--- config.mk ---
export PLATFORM = sky130hd
export DESIGN_NAME = apb_uart_master_flat
export DESIGN_NICKNAME = d
export VERILOG_FILES = /design/src/rtl/uart_apb_pkg.sv /design/src/rtl/apb_uart_master_if.sv /design/src/rtl/apb_timeout_cnt.sv /design/src/rtl/apb_uart_master.sv /design/src/flat_wrapper.sv
export SDC_FILE = /design/constraint.sdc
export NUM_CORES = 1
export LEC_CHECK = 0
export ABC_CLOCK_PERIOD_IN_PS = 1500
export BUFFER_PORTS_ARGS = -buffer_cell sky130_fd_sc_hd__buf_4
export CORE_MARGIN = 3
export CORE_UTILIZATION = 35
export CTS_CLUSTER_SIZE = 20
export DETAILED_ROUTE_END_ITERATION = 10
export PLACE_DENSITY = 0.64
export SYNTH_ARGS = -nofsm -noshare
export SYNTH_HDL_FRONTEND = slang
export SYNTH_SLANG_ARGS = --single-unit
--- constraint.sdc ---
create_clock -name PCLK -period 1.5 [get_ports PCLK]
set_input_delay 0.075 -clock PCLK [delete_from_list [all_inputs] [get_ports PCLK]]
set_output_delay 0.075 -clock PCLK [all_outputs]
set_load 0.02 [all_outputs]
--- src/rtl/uart_apb_pkg.sv ---
// Shared types and constants for the UART APB initiator.
// State encoding, UART register map and data width.
package uart_apb_pkg;

   localparam int UART_DW = 8;

   localparam logic [1:0] UART_ADDR_BAUD_LO = 2'b00;
   localparam logic [1:0] UART_ADDR_CTRL    = 2'b01;
   localparam logic [1:0] UART_ADDR_TXDATA  = 2'b10;
   localparam logic [1:0] UART_ADDR_STATUS  = 2'b11;

   typedef enum logic [2:0] {
      INIT_BAUD_S,
      INIT_CTRL_S,
      IDLE,
      SETUP,
      ACCESS,
      RESP
   } apb_mst_state_t;

endpackage

--- src/rtl/apb_uart_master_if.sv ---
// Host command/response handshake plus APB bus bundle.
// master = initiator view, slave = host + APB target view.
interface apb_uart_master_if;
   import uart_apb_pkg::*;

   logic               cmd_valid;
   logic               cmd_ready;
   logic               cmd_write;
   logic [1:0]         cmd_addr;
   logic [UART_DW-1:0] cmd_wdata;
   logic               rsp_valid;
   logic [UART_DW-1:0] rsp_rdata;
   logic               rsp_err;
   logic               init_done;
   logic               PSEL;
   logic               PENABLE;
   logic [1:0]         PADDR;
   logic               PWRITE;
   logic [UART_DW-1:0] PWDATA;
   logic [UART_DW-1:0] PRDATA;
   logic               PREADY;

   modport master (
      input  cmd_valid, cmd_write, cmd_addr, cmd_wdata,
      input  PRDATA, PREADY,
      output cmd_ready, rsp_valid, rsp_rdata, rsp_err, init_done,
      output PSEL, PENABLE, PADDR, PWRITE, PWDATA
   );

   modport slave (
      output cmd_valid, cmd_write, cmd_addr, cmd_wdata,
      output PRDATA, PREADY,
      input  cmd_ready, rsp_valid, rsp_rdata, rsp_err, init_done,
      input  PSEL, PENABLE, PADDR, PWRITE, PWDATA
   );

endinterface

--- src/rtl/apb_timeout_cnt.sv ---
// ACCESS-phase wait counter with expiry flag.
// Only built when APB_TIMEOUT_EN is defined.
module apb_timeout_cnt #(
   parameter int TIMEOUT_CYCLES = 256
) (
   input  logic i_clk,
   input  logic i_rst,
   input  logic i_clr,
   input  logic i_inc,
   output logic o_expired
);

   localparam int CW = (TIMEOUT_CYCLES > 256) ?
                       $clog2(TIMEOUT_CYCLES) : 8;

   logic [CW-1:0] r_cnt;

   // clear at SETUP, count stalled ACCESS cycles
   always_ff @(posedge i_clk) begin
      if (i_rst || i_clr) begin
         r_cnt <= '0;
      end else if (i_inc) begin
         r_cnt <= r_cnt + CW'(1);
      end
   end

   assign o_expired = i_inc &&
                      (r_cnt == CW'(TIMEOUT_CYCLES - 1));

endmodule

--- src/rtl/apb_uart_master.sv ---
// APB initiator for the UART core: init writes, then host commands.
// Optional macro APB_TIMEOUT_EN adds an ACCESS-phase timeout.
module apb_uart_master
   import uart_apb_pkg::*;
#(
   parameter logic [UART_DW-1:0] INIT_BAUD      = 8'h0D,
   parameter logic [UART_DW-1:0] INIT_CTRL      = 8'h00,
   parameter int                 TIMEOUT_CYCLES = 256
) (
   input logic                PCLK,
   input logic                PRESET,
   apb_uart_master_if.master  bus
);

   apb_mst_state_t     r_state;
   apb_mst_state_t     w_next;
   apb_mst_state_t     r_ret;
   apb_mst_state_t     w_ret;
   logic [1:0]         r_addr;
   logic [1:0]         w_addr;
   logic               r_write;
   logic               w_wr;
   logic [UART_DW-1:0] r_wdata;
   logic [UART_DW-1:0] w_wdata;
   logic [UART_DW-1:0] r_rdata;
   logic               r_init_done;
   logic               w_load;
   logic               w_setup;
   logic               w_access;
   logic               w_rsp;
   logic               w_done;
   logic               w_expired;

   assign w_setup  = (r_state == SETUP);
   assign w_access = (r_state == ACCESS);
   assign w_rsp    = (r_state == RESP);
   assign w_done   = w_access && bus.PREADY;

`ifdef APB_TIMEOUT_EN
   logic r_err;

   apb_timeout_cnt #(
      .TIMEOUT_CYCLES (TIMEOUT_CYCLES)
   ) u_tmo (
      .i_clk     (PCLK),
      .i_rst     (PRESET),
      .i_clr     (w_setup),
      .i_inc     (w_access && !bus.PREADY),
      .o_expired (w_expired)
   );

   // abort flag reported with the response
   always_ff @(posedge PCLK) begin
      if (PRESET) begin
         r_err <= 1'b0;
      end else if (w_done) begin
         r_err <= 1'b0;
      end else if (w_expired) begin
         r_err <= 1'b1;
      end
   end

   assign bus.rsp_err = w_rsp && r_err;
`else
   logic w_unused_tmo;

   assign w_expired    = 1'b0;
   assign w_unused_tmo = (TIMEOUT_CYCLES != 0);
   assign bus.rsp_err  = 1'b0;
`endif

   // next state and transfer-load decode
   always_comb begin
      w_next  = r_state;
      w_load  = 1'b0;
      w_addr  = r_addr;
      w_wr    = r_write;
      w_wdata = r_wdata;
      w_ret   = r_ret;
      unique case (r_state)
         INIT_BAUD_S: begin
            w_load  = 1'b1;
            w_addr  = UART_ADDR_BAUD_LO;
            w_wr    = 1'b1;
            w_wdata = INIT_BAUD;
            w_ret   = INIT_CTRL_S;
            w_next  = SETUP;
         end
         INIT_CTRL_S: begin
            w_load  = 1'b1;
            w_addr  = UART_ADDR_CTRL;
            w_wr    = 1'b1;
            w_wdata = INIT_CTRL;
            w_ret   = IDLE;
            w_next  = SETUP;
         end
         IDLE: begin
            if (bus.cmd_valid && r_init_done) begin
               w_load  = 1'b1;
               w_addr  = bus.cmd_addr;
               w_wr    = bus.cmd_write;
               w_wdata = bus.cmd_write ? bus.cmd_wdata : '0;
               w_ret   = RESP;
               w_next  = SETUP;
            end
         end
         SETUP: begin
            w_next = ACCESS;
         end
         ACCESS: begin
            if (bus.PREADY) begin
               w_next = r_ret;
            end else if (w_expired) begin
               if (r_ret == RESP) begin
                  w_next = RESP;
               end else if (r_ret == INIT_CTRL_S) begin
                  w_next = INIT_BAUD_S;
               end else begin
                  w_next = INIT_CTRL_S;
               end
            end
         end
         RESP: begin
            w_next = IDLE;
         end
         default: begin
            w_next = INIT_BAUD_S;
         end
      endcase
   end

   // state register
   always_ff @(posedge PCLK) begin
      if (PRESET) begin
         r_state <= INIT_BAUD_S;
      end else begin
         r_state <= w_next;
      end
   end

   // transfer fields held for the whole APB transfer
   always_ff @(posedge PCLK) begin
      if (PRESET) begin
         r_addr  <= '0;
         r_write <= 1'b0;
         r_wdata <= '0;
         r_ret   <= INIT_CTRL_S;
      end else if (w_load) begin
         r_addr  <= w_addr;
         r_write <= w_wr;
         r_wdata <= w_wdata;
         r_ret   <= w_ret;
      end
   end

   // read capture and sticky init completion
   always_ff @(posedge PCLK) begin
      if (PRESET) begin
         r_rdata     <= '0;
         r_init_done <= 1'b0;
      end else if (w_done) begin
         r_rdata <= r_write ? '0 : bus.PRDATA;
         if (r_ret == IDLE) begin
            r_init_done <= 1'b1;
         end
      end else if (w_expired) begin
         r_rdata <= '0;
      end
   end

   assign bus.PSEL      = w_setup || w_access;
   assign bus.PENABLE   = w_access;
   assign bus.PADDR     = r_addr;
   assign bus.PWRITE    = r_write;
   assign bus.PWDATA    = r_wdata;
   assign bus.rsp_valid = w_rsp;
   assign bus.rsp_rdata = w_rsp ? r_rdata : '0;
   assign bus.cmd_ready = (r_state == IDLE) && r_init_done;
   assign bus.init_done = r_init_done;

endmodule

--- src/flat_wrapper.sv ---
// flat-port wrapper written by rule: the top's interface ports become plain ports
module apb_uart_master_flat import uart_apb_pkg::*;
#(
   parameter logic [UART_DW-1:0] INIT_BAUD      = 8'h0D,
   parameter logic [UART_DW-1:0] INIT_CTRL      = 8'h00,
   parameter int                 TIMEOUT_CYCLES = 256
)
  (PCLK, PRESET, bus_cmd_valid, bus_cmd_write, bus_cmd_addr, bus_cmd_wdata, bus_PRDATA, bus_PREADY, bus_cmd_ready, bus_rsp_valid, bus_rsp_rdata, bus_rsp_err, bus_init_done, bus_PSEL, bus_PENABLE, bus_PADDR, bus_PWRITE, bus_PWDATA);
  apb_uart_master_if bus_i ();
  input logic PCLK;
  input logic PRESET;
  input wire logic [$bits(bus_i.cmd_valid)-1:0] bus_cmd_valid;
  input wire logic [$bits(bus_i.cmd_write)-1:0] bus_cmd_write;
  input wire logic [$bits(bus_i.cmd_addr)-1:0] bus_cmd_addr;
  input wire logic [$bits(bus_i.cmd_wdata)-1:0] bus_cmd_wdata;
  input wire logic [$bits(bus_i.PRDATA)-1:0] bus_PRDATA;
  input wire logic [$bits(bus_i.PREADY)-1:0] bus_PREADY;
  output wire logic [$bits(bus_i.cmd_ready)-1:0] bus_cmd_ready;
  output wire logic [$bits(bus_i.rsp_valid)-1:0] bus_rsp_valid;
  output wire logic [$bits(bus_i.rsp_rdata)-1:0] bus_rsp_rdata;
  output wire logic [$bits(bus_i.rsp_err)-1:0] bus_rsp_err;
  output wire logic [$bits(bus_i.init_done)-1:0] bus_init_done;
  output wire logic [$bits(bus_i.PSEL)-1:0] bus_PSEL;
  output wire logic [$bits(bus_i.PENABLE)-1:0] bus_PENABLE;
  output wire logic [$bits(bus_i.PADDR)-1:0] bus_PADDR;
  output wire logic [$bits(bus_i.PWRITE)-1:0] bus_PWRITE;
  output wire logic [$bits(bus_i.PWDATA)-1:0] bus_PWDATA;
  assign bus_i.cmd_valid = bus_cmd_valid;
  assign bus_i.cmd_write = bus_cmd_write;
  assign bus_i.cmd_addr = bus_cmd_addr;
  assign bus_i.cmd_wdata = bus_cmd_wdata;
  assign bus_i.PRDATA = bus_PRDATA;
  assign bus_i.PREADY = bus_PREADY;
  assign bus_cmd_ready = bus_i.cmd_ready;
  assign bus_rsp_valid = bus_i.rsp_valid;
  assign bus_rsp_rdata = bus_i.rsp_rdata;
  assign bus_rsp_err = bus_i.rsp_err;
  assign bus_init_done = bus_i.init_done;
  assign bus_PSEL = bus_i.PSEL;
  assign bus_PENABLE = bus_i.PENABLE;
  assign bus_PADDR = bus_i.PADDR;
  assign bus_PWRITE = bus_i.PWRITE;
  assign bus_PWDATA = bus_i.PWDATA;
  apb_uart_master #(.INIT_BAUD(INIT_BAUD), .INIT_CTRL(INIT_CTRL), .TIMEOUT_CYCLES(TIMEOUT_CYCLES)) u_core (.PCLK(PCLK), .PRESET(PRESET), .bus(bus_i));
endmodule
Word-level counts from Yosys, hierarchy flattened
Cells that the tools add are included.
{ "classes": {"eq_ne": 8, "muxes": 16, "reduce_logical": 12} }
{ "op_table": {"columns": ["op", "n"], "rows": [
  ["two-way mux 8 bit", 4],
  ["case mux 8 bit (3 select lines)", 1],
  ["case mux 3 bit (5 select lines)", 1],
  ["equality test 3 x 2 -> 1 bit, second input constant", 3],
  ["two-way mux 3 bit", 3],
  ["case mux 3 bit (3 select lines)", 1],
  ["equality test 3 bit, second input constant", 2],
  ["case mux 2 bit (3 select lines)", 1],
  ["AND reduction 3 bit", 2],
  ["case mux 1 bit (2 select lines)", 2],
  ["AND reduction 2 bit", 2],
  ["equality test 3 x 1 -> 1 bit, second input constant", 1],
  ["logical AND 1 bit", 3],
  ["logical NOT 3 bit", 1],
  ["nonzero test 3 bit", 1],
  ["two-way mux 1 bit", 2],
  ["two-way mux 2 bit", 1],
  ["inequality test 2 x 1 -> 1 bit, second input constant", 1],
  ["inequality test 2 bit, second input constant", 1],
  ["nonzero test 2 bit", 1],
  ["OR reduction 2 bit", 1],
  ["logical OR 1 bit", 1]
]} }
{ "word_totals": {"reg_bits": 26, "in_bits": 23, "output_inout_bits": 25} }

Longest topological paths before layout
{ "depth": {"depth_word": 4, "depth_mapped": 4, "depth_no_buf": 3} }

Worst setup path after synthesis
No wires, ideal clock.
{ "synth_timing": {"path_kind": "register to output", "start": "register u_core.r_state[2]", "end": "output bus_rsp_rdata[0]", "arrival_time_ps": 1261, "required_time_ps": 1425, "slack_ps": 164, "path_stages_with_launch": 5, "n_path_buf": 2, "cell_sequence": "dfxtp_1 buf_6 and3b_1 clkbuf_1 and2_1"} }
{ "synth_between": {"elab_chain_len": 2} }
{ "synth_rtl": {"columns": ["item", "line", "source"], "rows": [
  ["start, declared", "apb_uart_master.sv:15", "apb_mst_state_t r_state;"],
  ["start signal, assigned", "apb_uart_master.sv:137", "r_state <= w_next;"],
  ["equality test 3 bit", "apb_uart_master.sv:36", "assign w_rsp = (r_state == RESP);"],
  ["via bus_rsp_valid", "flat_wrapper.sv:19", "output wire logic [$bits(bus_i.rsp_valid)-1:0] bus_rsp_valid;"],
  ["two-way mux 8 bit", "apb_uart_master.sv:177", "assign bus.rsp_rdata = w_rsp ? r_rdata : '0;"],
  ["end, declared", "flat_wrapper.sv:20", "output wire logic [$bits(bus_i.rsp_rdata)-1:0] bus_rsp_rdata;"]
]} }
The timed path passes the listed nets, and every way through them passes these cells.

Final worst setup path
{ "layout_timing": {"start": "register u_core.r_state[0]", "end": "output bus_PSEL"} }
{ "layout_between": {"elab_chain_len": 2, "word_cells_on_any_way": 3} }
{ "layout_rtl": {"columns": ["item", "line", "source"], "rows": [
  ["equality test 3 x 2 -> 1 bit / equality test 3 bit (equally long branches)", "apb_uart_master.sv:34, apb_uart_master.sv:35", null],
  ["logical OR 1 bit (*)", "apb_uart_master.sv:171", "assign bus.PSEL = w_setup || w_access;"],
  ["end, declared", "flat_wrapper.sv:23", "output wire logic [$bits(bus_i.PSEL)-1:0] bus_PSEL;"]
]} }
Every way passes the cells marked *; elsewhere a longest branch is shown, timed or not.

==> impl_metrics.tcl <==
set metrics [dict create \
    power_frac_clock_pct 20.8 \
    grt_pass1_wl_microns 5330 \
    routed_wl_microns 3310 \
    die_h_microns 66.4 \
    grt_start_max_net_pins 30 \
    synth_commonest_cells "dfxtp_1, a21oi_1, nand2_1" \
    crit_path_start_kind "register" \
    finalCritPeriodShare_pct 95.0 \
    post_drt_wl_per_cell_microns 13.8 \
    synth_compound_area_share_pct 15.0 \
    start_util_pct 37.4 \
    grt_antenna_before_repair 0 \
    worstPathRequired_ns 1.42 \
    first_global_vias 1153 \
    globalplace.congestion 0.827 \
    finalHoldViolCount 0 \
    core_region_area_sq_um 3420 \
    grt_use_total_pct 15.6 \
    htree_levels 1 \
    total_power_mw 1.40 \
    layout-drive-gt1-share_pct 38.3 \
    dpl_worst_slack_ns 0.0900 \
    cp_top_family "flip-flops" \
    syn_area_sq_um 1280 \
    switching_share_pct 28.4 \
    use_met2_pct 25.4 \
    dieArea_sq_um 4410 \
    dr_total_vias 1244 \
    fin_area_sq_um 1800 \
    max_freq_mhz 702 \
    ant_nets 0 \
    synth_top_family_by_area "simple AND/OR/NAND/NOR gates" \
    syn_area_per_cell_sq_um 9.13 \
    ioPinCount 48 \
    path_max_fanout 8 \
    cp_num_buf_inv 2 \
    tns_ns 0 \
    netlist_instances 140 \
    placed_area_sq_um 1650 \
    syn_nets 163 \
    drt_first_pass_iters 4 \
    num_rows 21 \
    min_path_type "input port to register" \
    synthTopCellsByArea "dfxtp_1, nand3b_1, a21oi_1" \
    yosysSeqAreaShare_pct 40.7 \
    arrival_ns 1.35 \
    synthMostInstantiatedCell "dfxtp_1" \
    clk_latency_ns 0.32 \
    ys_async_sr_fraction_pct 0 \
    pwr_density_cell_nw_per_um2 779 \
    finClkSkew_ns 0.00181 \
    setup_ws_ns 0.0751 \
    use_met1_pct 20.2 \
    crit_path_cell_trace "buf_4, nor3b_4, nand2b_4, buf_6" \
    p_int_mw 1.01 \
    synthFlopType "dfxtp_1" \
    synth-warning-count 0 \
    p_leak_nw 0.741 \
    synth_seq_cells 26 \
    dieWidth_microns 66.4 \
    cts_tree "yes" \
    dp_hpwl_microns 2370 \
    yosys.area_share.simple_pct 37.2 \
    drc 0 \
    synth_xor_area_share_pct 0 \
    finalCriticalPeriod_ns 1.42 \
    critPathMaxStageDelay_ns 0.39 \
    synth.distinct_cells 39 \
    cts_made_buffers 3 \
    end_kind "output pin" \
    busiest_layer "met2" \
    report.final.slew_viol_count 0 \
    crit_type "register to output pin" \
    synthMuxAreaShare_pct 0 \
    grt-ovfl-total 0 \
    yosys.area.top_type_share_pct 40.7 \
    met3_usage_pct 4.42 \
    clockRootBuffer "clkbuf_4" \
    power.switching_mw 0.399 \
    power_frac_seq_pct 53.9 \
    peakVddDrop_v 0.000691 \
    cts_sinks 26 \
    insertedDiodeCount 0 \
    cts_buffer_depth 2 \
    port_buffers 46 \
    status "completed" \
    synth_edf_count 0 \
    drt_iter0_markers 41 \
    synth_area_leader_cell "dfxtp_1" \
    p_comb_share_pct 25.3 \
    nNetsFinal 218 \
    clk_pin_slew_worst_paths_ns 0.13 \
    vias_per_cell 5.21 \
    synth_adder_area_share_pct 0 \
    area_growth_pct 41.0 \
    maxCapViolCount 0 \
    slowest_stage "dfxtp_4" \
    finalSetupViolCount 0 \
]
## cell type report
cell class              count  area, sq um
fillers                   334         1610
well taps                  46         57.6
flip-flops and latches     26          532
multi-input cells         100          686
repair buffers             62          498
inverters                   2         7.51
clock buffers               3         22.5
## worst reg2reg max path, delay by kind of cell, from the launching register on
family / cells / cell delay (ns)
simple gates: 2 / 0.37
compound gates: 1 / 0.25
flops: 1 / 0.38
buf+inv: 2 / 0.28
## routing by layer
| metal | routed length [microns] | share of wire, % | up-vias |
|---|---|---|---|
| met3 | 195 | 5.9 | 2 |
| met4 | 21 | 0.64 | 0 |
| met5 | 0 | 0 | - |
| li1 | - | - | 619 |
| met1 | 1500 | 45 | 587 |
| met2 | 1590 | 48 | 36 |
## worst paths after layout
path	from	end	slack [ns]	cells past startpoint
worst max-delay path	u_core.r_state[0]$_SDFFE_PP0P_	bus_PSEL	0.08	4
worst max register to register	u_core.r_state[1]$_SDFFE_PP0P_	u_core.bus.PWDATA[7]$_SDFFE_PP0P_	0.14	5
worst min-delay path	bus_PRDATA[6]	u_core.r_rdata[6]$_SDFFE_PP0P_	0.02	3
worst min register to register	u_core.r_rdata[6]$_SDFFE_PP0P_	u_core.r_rdata[6]$_SDFFE_PP0P_	0.45	2
## kinds of logic after synthesis
logic type | after synthesis
compound gates | 28
buf+inv | 14
flops | 26
other cells | 1
simple gates | 71
## layout by cell type (no fill, tap or decap), drive strengths merged, types with 3 or more instances in the layout
cell type     n
a21oi        13
a221oi        3
a31o          4
and2          9
and3b         3
and4bb        3
buf          57
clkbuf        3
dfxtp        26
dlygate4sd3   5
nand2        10
nand3         4
nand3b        9
nand4b        3
nor2          9
nor3          8
nor4b         4
## state kept, by name (all words and copies together) (netlist names)
name	count
u_core.r_rdata	8
u_core.r_ret	3
u_core.r_state	3
u_core.bus.PWRITE	1
u_core.bus.init_done	1
u_core.bus.PADDR	2
u_core.bus.PWDATA	8
## power groups by stage
stage                     logic [mW]  clock network, mW  registers, mW
after CTS                      0.313              0.308          0.767
after detailed placement       0.301                  0          0.781
after global routing           0.384              0.332          0.763
after global placement         0.295                  0          0.778
after floorplan                0.168                  0          0.790
final                          0.355              0.293          0.757
## timing repair
action,in CTS,in global routing
setup endpoints to repair,10,9
hold buffers,5,0
setup buffers,0,4
pin swaps,0,1
resized for setup,5,6
hold endpoints to repair,5,0
## metrics by stage
stage | hold slack (ns) | util (%) | cells
floorplan | 0.196 | - | 140
global placement | 0.305 | 48.4 | 227
detailed placement | 0.306 | 48.4 | 227
CTS | 0.00651 | 50.8 | 235
global route | 0.00321 | 52.8 | 239
finish | 0.0184 | 52.8 | 239
(Power assumes the default switching activity.)
